### src/rtl/muntjac_btb_train_ctrl.sv
// BTB train-port sequencer: arbitrates resolve/decode training writes through a
// small deduplicating queue and runs the invalidate-all sweep over every BTB index.

package muntjac_btb_train_pkg;

    typedef enum logic [2:0] {
        BRANCH_NONE    = 3'd0,
        BRANCH_JUMP    = 3'd1,
        BRANCH_CALL    = 3'd2,
        BRANCH_RET     = 3'd3,
        BRANCH_YIELD   = 3'd4,
        BRANCH_UNTAKEN = 3'd5,
        BRANCH_TAKEN   = 3'd6
    } branch_type_e;

endpackage

module muntjac_btb_train_ctrl
    import muntjac_btb_train_pkg::*;
#(
    parameter int unsigned AddrLen     = 64,
    parameter int unsigned IndexWidth  = 8,
    parameter int unsigned QueueDepth  = 4,
    parameter int unsigned StarveLimit = 4
) (
    input  logic               clk_i,
    input  logic               rst_i,
    input  logic               btb_ready_i,

    input  logic               res_valid_i,
    output logic               res_ready_o,
    input  branch_type_e       res_branch_type_i,
    input  logic [AddrLen-1:0] res_pc_i,
    input  logic               res_partial_i,
    input  logic [AddrLen-1:0] res_npc_i,

    input  logic               dec_valid_i,
    output logic               dec_ready_o,
    input  branch_type_e       dec_branch_type_i,
    input  logic [AddrLen-1:0] dec_pc_i,
    input  logic               dec_partial_i,
    input  logic [AddrLen-1:0] dec_npc_i,

    input  logic               flush_req_i,
    output logic               flush_busy_o,

    output logic               train_valid_o,
    output branch_type_e       train_branch_type_o,
    output logic [AddrLen-1:0] train_pc_o,
    output logic               train_partial_o,
    output logic [AddrLen-1:0] train_npc_o
);

    localparam int unsigned QPtrW = $clog2(QueueDepth);
    localparam int unsigned CntW  = $clog2(StarveLimit + 1);

    typedef enum logic [1:0] { ST_IDLE, ST_DRAIN, ST_SWEEP } state_e;
    typedef logic [QPtrW:0]        ptr_t;
    typedef logic [QPtrW-1:0]      qidx_t;
    typedef logic [CntW-1:0]       cnt_t;
    typedef logic [IndexWidth-1:0] idx_t;

    typedef struct packed {
        branch_type_e       branch_type;
        logic [AddrLen-1:0] pc;
        logic               partial;
        logic [AddrLen-1:0] npc;
    } entry_t;

    localparam cnt_t StarveMax = cnt_t'(StarveLimit);

    state_e state_q, state_d;
    ptr_t   wptr_q, wptr_d, rptr_q, rptr_d;
    cnt_t   starve_q, starve_d;
    idx_t   index_q, index_d;
    entry_t queue_q [QueueDepth];

    logic   q_empty, q_full, can_accept, dec_win, res_grant, dec_grant, dup, enq, issue;
    qidx_t  newest_idx;
    entry_t req, head, newest;

    // Extra pointer bit separates full (MSBs differ) from empty (pointers equal).
    assign q_empty    = (wptr_q == rptr_q);
    assign q_full     = (wptr_q[QPtrW] != rptr_q[QPtrW]) &&
                        (wptr_q[QPtrW-1:0] == rptr_q[QPtrW-1:0]);
    assign newest_idx = wptr_q[QPtrW-1:0] - qidx_t'(1);
    assign head       = queue_q[rptr_q[QPtrW-1:0]];
    assign newest     = queue_q[newest_idx];

    assign can_accept  = (state_q == ST_IDLE) && !q_full;
    assign dec_win     = dec_valid_i && (!res_valid_i || (starve_q == StarveMax));
    assign dec_grant   = can_accept && dec_win;
    assign res_grant   = can_accept && res_valid_i && !dec_win;
    assign res_ready_o = res_grant;
    assign dec_ready_o = dec_grant;

    always_comb begin
        req.branch_type = res_branch_type_i;
        req.pc          = res_pc_i;
        req.partial     = res_partial_i;
        req.npc         = res_npc_i;
        if (dec_win) begin
            req.branch_type = dec_branch_type_i;
            req.pc          = dec_pc_i;
            req.partial     = dec_partial_i;
            req.npc         = dec_npc_i;
        end
    end

    assign dup = !q_empty && (req == newest);
    assign enq = (res_grant || dec_grant) && !dup;

    always_ff @(posedge clk_i or posedge rst_i) begin
        if (rst_i) begin
            state_q <= ST_IDLE;
        end else begin
            state_q <= state_d;
        end
    end

    always_comb begin
        state_d = state_q;
        unique case (state_q)
            ST_IDLE:  if (flush_req_i) state_d = ST_DRAIN;
            ST_DRAIN: if (q_empty) state_d = ST_SWEEP;
            ST_SWEEP: if (btb_ready_i && (&index_q)) state_d = ST_IDLE;
            default:  state_d = ST_IDLE;
        endcase
    end

    // NOTE: every output of a combinational block gets a default first so no
    // path through the case statement can leave one unassigned and infer a latch.
    always_comb begin
        issue               = 1'b0;
        train_branch_type_o = BRANCH_NONE;
        train_pc_o          = '0;
        train_partial_o     = 1'b0;
        train_npc_o         = '0;
        unique case (state_q)
            ST_SWEEP: begin
                issue      = btb_ready_i;
                train_pc_o = {{(AddrLen-IndexWidth-2){1'b1}}, index_q, 2'b00};
            end
            default: begin
                issue = !q_empty && btb_ready_i;
                if (!q_empty) begin
                    train_branch_type_o = head.branch_type;
                    train_pc_o          = head.pc;
                    train_partial_o     = head.partial;
                    train_npc_o         = head.npc;
                end
            end
        endcase
        train_valid_o = issue;
    end

    assign flush_busy_o = (state_q != ST_IDLE);

    always_comb begin
        wptr_d   = wptr_q;
        rptr_d   = rptr_q;
        starve_d = starve_q;
        index_d  = '0;
        if (enq) wptr_d = wptr_q + ptr_t'(1);
        if (issue && (state_q != ST_SWEEP)) rptr_d = rptr_q + ptr_t'(1);
        if (state_q == ST_SWEEP) index_d = issue ? index_q + idx_t'(1) : index_q;
        if (dec_grant) begin
            starve_d = '0;
        end else if (dec_valid_i && (starve_q != StarveMax)) begin
            starve_d = starve_q + cnt_t'(1);
        end
    end

    // NOTE: control state uses non-blocking assignments so every register samples
    // pre-edge values regardless of process ordering.
    always_ff @(posedge clk_i or posedge rst_i) begin
        if (rst_i) begin
            wptr_q   <= '0;
            rptr_q   <= '0;
            starve_q <= '0;
            index_q  <= '0;
        end else begin
            wptr_q   <= wptr_d;
            rptr_q   <= rptr_d;
            starve_q <= starve_d;
            index_q  <= index_d;
        end
    end

    // NOTE: queue storage is not reset; the pointers define which entries are live
    // and the outputs are forced to zero while the queue is empty.
    always_ff @(posedge clk_i) begin
        if (enq) queue_q[wptr_q[QPtrW-1:0]] <= req;
    end

endmodule

### config.mk
export PLATFORM = sky130hd
export DESIGN_NAME = muntjac_btb_train_ctrl
export DESIGN_NICKNAME = d
export VERILOG_FILES = /design/src/rtl/muntjac_btb_train_ctrl.sv
export SDC_FILE = /design/constraint.sdc
export NUM_CORES = 1
export LEC_CHECK = 0
export BUFFER_PORTS_ARGS = -buffer_cell sky130_fd_sc_hd__buf_2
export CORE_MARGIN = 2
export CORE_UTILIZATION = 40
export DETAILED_ROUTE_END_ITERATION = 6
export SLEW_MARGIN = 15
export SYNTH_ARGS = -nofsm -noshare
export SYNTH_HDL_FRONTEND = slang
export SYNTH_SLANG_ARGS = --single-unit
export TNS_END_PERCENT = 50
### constraint.sdc
create_clock -name clk_i -period 12.9 [get_ports clk_i]
set_input_delay 1.29 -clock clk_i [delete_from_list [all_inputs] [get_ports clk_i]]
set_output_delay 1.29 -clock clk_i [all_outputs]
set_load 0.02 [all_outputs]
== Word level (Yosys, flattened, before mapping) ==
Memories as Yosys holds them, arrays and structs flattened.
Cells that the tools add are included.
W data, S select, Z words.
Cells by class
  $add $sub $neg: 5
  equality and inequality tests: 13
  multiplexer cells: 20
  reductions and logical operators: 24
Operators with widths (number)
  $mux W64: 4
  $eq A132 B132 Y1: 1
  $mux W132: 1
  $mux W8: 2
  $logic_and A1 B1 Y1: 12
  $mux W3: 4
  $ne A2 B2 Y1 const B: 5
  $add A3 B1 Y3 const B: 3
  $add A8 B1 Y8 const B: 1
  $reduce_and A8 Y1: 1
  $mux W2: 3
  $pmux W2 S3: 1
  $logic_not A1 Y1: 5
  $mux W1: 5
  $reduce_bool A2 Y1: 2
  $eq A3 B3 Y1: 1
  $eq A3 B3 Y1 const B: 1
  $ne A3 B3 Y1 const B: 1
  $reduce_and A3 Y1: 1
  $eq A2 B1 Y1 const B: 1
  $eq A2 B2 Y1: 1
  $eq A2 B2 Y1 const B: 1
  $logic_not A2 Y1: 1
  $logic_or A1 B1 Y1: 2
  other kinds (2): 2
Storage, ports and cells
  flip-flop bits (word level): 19
  RAM bits: 528
  input bits: 270
  output and inout port bits: 136
  logic and storage cells: 68
  memories kept: 1
Memories
  queue_q: words 4, bits a word 132, read ports 2, clocked after memory_dff 0, wr ports 1, RTL line 76  | entry_t queue_q [QueueDepth];

== Longest topological paths before layout ==
  word-level depth: 10
  gate-level depth with buffers: 18
  mapped depth without buffers: 12

== Worst setup path after synthesis ==
Ideal clock, no wire load.
  kind: register to register
  start: register wptr_q[0]
  end: memory queue_q[0][0] (netlist name) (enable)
  setup time: 507 ps
  arrival: 6677 ps
  data required time: 12393 ps
  slack: 5716 ps
  cell stages (with the launch flop): 17
  path buffers: 7
  cells stage by stage: dfrtp_1 -> buf_6 -> buf_6 -> buf_4 -> buf_2 -> inv_1 -> ha_1 -> buf_2 -> buf_1 -> buf_1 -> mux4_2 -> xnor2_1 -> nand4_1 -> nor4_1 -> and4b_1 -> a21oi_2 -> and2_1
Between the ends
  elaborated cells between the ends (all ways): 18
  classes of those cells: add/sub: 1; eq/ne: 3; mux: 2; reduce/logical: 11; memory: 1
RTL lines
  start: declaration: RTL line 73  | ptr_t wptr_q, wptr_d, rptr_q, rptr_d;
  start signal: assignment: RTL line 183  | wptr_q <= wptr_d;
  $sub A2 B1 Y2: RTL line 86  | assign newest_idx = wptr_q[QPtrW-1:0] - qidx_t'(1);
  via newest_idx[0]: RTL line 79  | qidx_t newest_idx;
  $mem_v2 Z4 W132
  $eq A132 B132 Y1: RTL line 110  | assign dup = !q_empty && (req == newest);
  $logic_and A1 B1 Y1: RTL line 110
  $logic_not A1 Y1: RTL line 111  | assign enq = (res_grant || dec_grant) && !dup;
  $logic_and A1 B1 Y1: RTL line 111
  $mux W1: RTL line 193  | if (enq) queue_q[wptr_q[QPtrW-1:0]] <= req;
  $mux W1 (not written as such): RTL line 193
  end: declaration: RTL line 76
The timed path passes the listed nets, and every way through them passes these cells.

== Worst setup path after layout ==
  start: register wptr_q[0]
  end: memory queue_q[3][126] (netlist name) (enable)
Same word-level chain as after synthesis.

==> impl_metrics.ini <==
[run_status]
status = complete, no violations

[critical_path]
max_stage_delay_ns = 0.93
endpoint_kind = flip-flop
critPathKind = flip-flop to flip-flop
cp.arrival_ns = 7.54
critPathSlowestCell = dfrtp_4
crit_path_cell_trace = inv_1 > ha_4 > buf_4 > mux2i_1 > mux2_2 > a211oi_1 > nor4_1 > nand4_1 > nor4_1 > and4b_1 > a211o_1 > inv_6 > buf_4
path_delay_family = buffers and inverters
cp_num_buf_inv = 4
worst-path-max-fanout = 84
cp-start-kind = flip-flop
cp.required_ns = 13.14

[route]
antenna_left = 0
drc = 0
num_vias = 19176
drt-wirelength-per-cell_um = 29.1
first_iter_violations = 2064
wl_um = 91200
first_pass_iters = 5
vias_per_cell = 6.12

[sta]
tightest_slew_ns = 1.11
fin_worst_skew_ns = 0.0199
max_freq_ghz = 0.137
setup_violations = 0
period_share_pct = 56.6
relSlewSlack_pct = 25.9
drv_slew = 0
period_needed_ns = 7.30
finalHoldViolCount = 0
tns_ns = 0
rsz0062_at_grt = false

[pwr]
power_mw = 8.83
sw_frac_of_total_pct = 42.1
p_leak_nw = 12.0
pwr-share-clk_pct = 18.1
power.density_nw_per_um2 = 269
seqPwrFrac_pct = 28.7
vdd_ir_drop_max_uv = 248
p_sw_mw = 3.71
intPower_mw = 5.11
combPwrFrac_pct = 53.2

[synthesis]
avgSynthCellArea_sq_um = 15.7
ys_warn_count = 0
synthesis.area_sq_um = 28100
ys_seq_area_share_pct = 58.2
syn_inst = 1786
yosysMostFrequentCell = edfxtp_1
netlist_top_cells_area = edfxtp_1, mux4_2, and3_1
yosys.area.top_type_share_pct = 56.5
synth-seq-cells = 547
synth_area_leader_cell = edfxtp_1
synth_common_cells = edfxtp_1, mux4_2, nand2_1, and3_1, clkbuf_1
synth_edf_count = 528
synthArstFlopShare_pct = 3.47
synth_nets = 2064
ys_types = 60
synth_flop_cell = edfxtp_1

[grt]
overflow = 0
grt_first_pass_wirelength_um = 131000
track_usage_pct = 24.9
antenna_found_initial = 2
grt_pass1_vias = 18852
grt_start_max_net_pins = 97

[die]
io_pins = 406
core_sq_um = 69800
row_count = 97
dieArea_sq_um = 72300
die_x_um = 269
die_h_um = 269
start_util_pct = 40.2

[clock_network]
holdBufCountCts = 0
insertion_delay_ns = 0.62
numCtsBuffers = 57
cts_sinks = 547
ctsResizeCount = 0
cts.root.buffer_cell = clkbuf_16
post_cts_buffers = 0
htreeDepth = 2
cts_buffer_depth = 3
tritoncts = done
clk_pin_slew_worst_paths_ns = 0.06

[final_layout]
multi_input_area_sq_um = 11100
stdcell_count = 3135
seq_area_sq_um = 16300
nFillCells = 6090
drive_gt1_share_pct = 39.2
syn_to_final_growth_pct = 16.7
fin_nets = 2424

[place]
dpl.cell_count = 3027
port_buffers = 405
hpwl_um = 61200
globalplace.congestion = 0.854

[worst_hold_path]
hold_class = flip-flop to flip-flop

[job]
cap_viol_max_count = 0
cell families (layout without fill, tap and decap cells):
logic type / count (synthesis) / after routing / share of synthesized area [%]
AOI/OAI and AO/OA: 200 / 200 / 4.56
xor gates and xnor gates: 62 / 62 / 1.93
adders and majority gates: 8 / 8 / 0.357
buffers and inverters: 167 / 574 / 2.64
DFF: 547 / 547 / 58.2
muxes: 338 / 338 / 23.9
other: 0 / 2 / 0
and+or+nand+nor: 464 / 464 / 8.47
layout by cell type, fill, tap and decap left out, drive strengths merged, types with 56 or more instances in the layout:
cell type / instances
and3: 112
buf: 429
clkbuf: 73
edfxtp: 528
mux2: 58
mux4: 259
nand2: 177
nand3: 77
o21ai: 60
xnor2: 56
flip-flops by register name (all words and copies together), names as in the netlist:
name / flops
starve_q: 3
index_q: 8
wptr_q: 3
rptr_q: 3
state_q: 2
queue_q: 528
per-stage QoR:
step	cell area (sq um)	setup slack [ns]	hold slack [ns]	utilization (%)
6_report	32800	5.60	0.490	46.9
5_1_grt	32800	5.26	0.526	46.9
3_3_place_gp	31000	5.38	0.480	44.4
3_5_place_dp	31000	5.46	0.481	44.4
4_1_cts	32800	5.40	0.493	46.9
2_1_floorplan	28100	5.72	0.453	-
final timing paths:
| path | from | end | slack [ns] | cells after the start |
|---|---|---|---|---|
| max | wptr_q[0] | queue_q[3][126] | 5.60 | 13 |
| min | rptr_q[2] | rptr_q[2] | 0.49 | 1 |
| max reg2reg | wptr_q[0] | queue_q[3][126] | 5.60 | 13 |
| min reg2reg | rptr_q[2] | rptr_q[2] | 0.49 | 1 |
| max in group asynchronous | rst_i | wptr_q[0] | 11.50 | 2 |
| min in group asynchronous | rst_i | rptr_q[0] | 0.82 | 2 |
layout make-up:
cell class	count	share of cell area (%)
Sequential cell	547	49.9
Multi-Input combinational cell	1072	33.8
Antenna cell	2	0.0153
Inverter	39	0.462
Tap cell	940	3.59
Clock buffer	73	4.63
Timing Repair Buffer	429	6.78
Clock inverter	33	0.844
layer usage:
layer  wire length [um]  global-route usage [%]
met1              37200                    35.6
met2              44100                    39.3
met3               7230                    3.74
met4               2760                    8.15
met5                 17                       0
power by group through the flow:
| stage | registers, mW | clock network, mW | logic, mW |
|---|---|---|---|
| final | 2.54 | 1.60 | 4.70 |
| after global routing | 2.57 | 1.68 | 4.98 |
| after CTS | 2.54 | 1.62 | 4.74 |
| after detailed placement | 2.57 | 0 | 4.71 |
| after global placement | 2.55 | 0 | 4.72 |
| after floorplan | 2.46 | 0 | 3.24 |
Power figures use the tool's default switching activity.
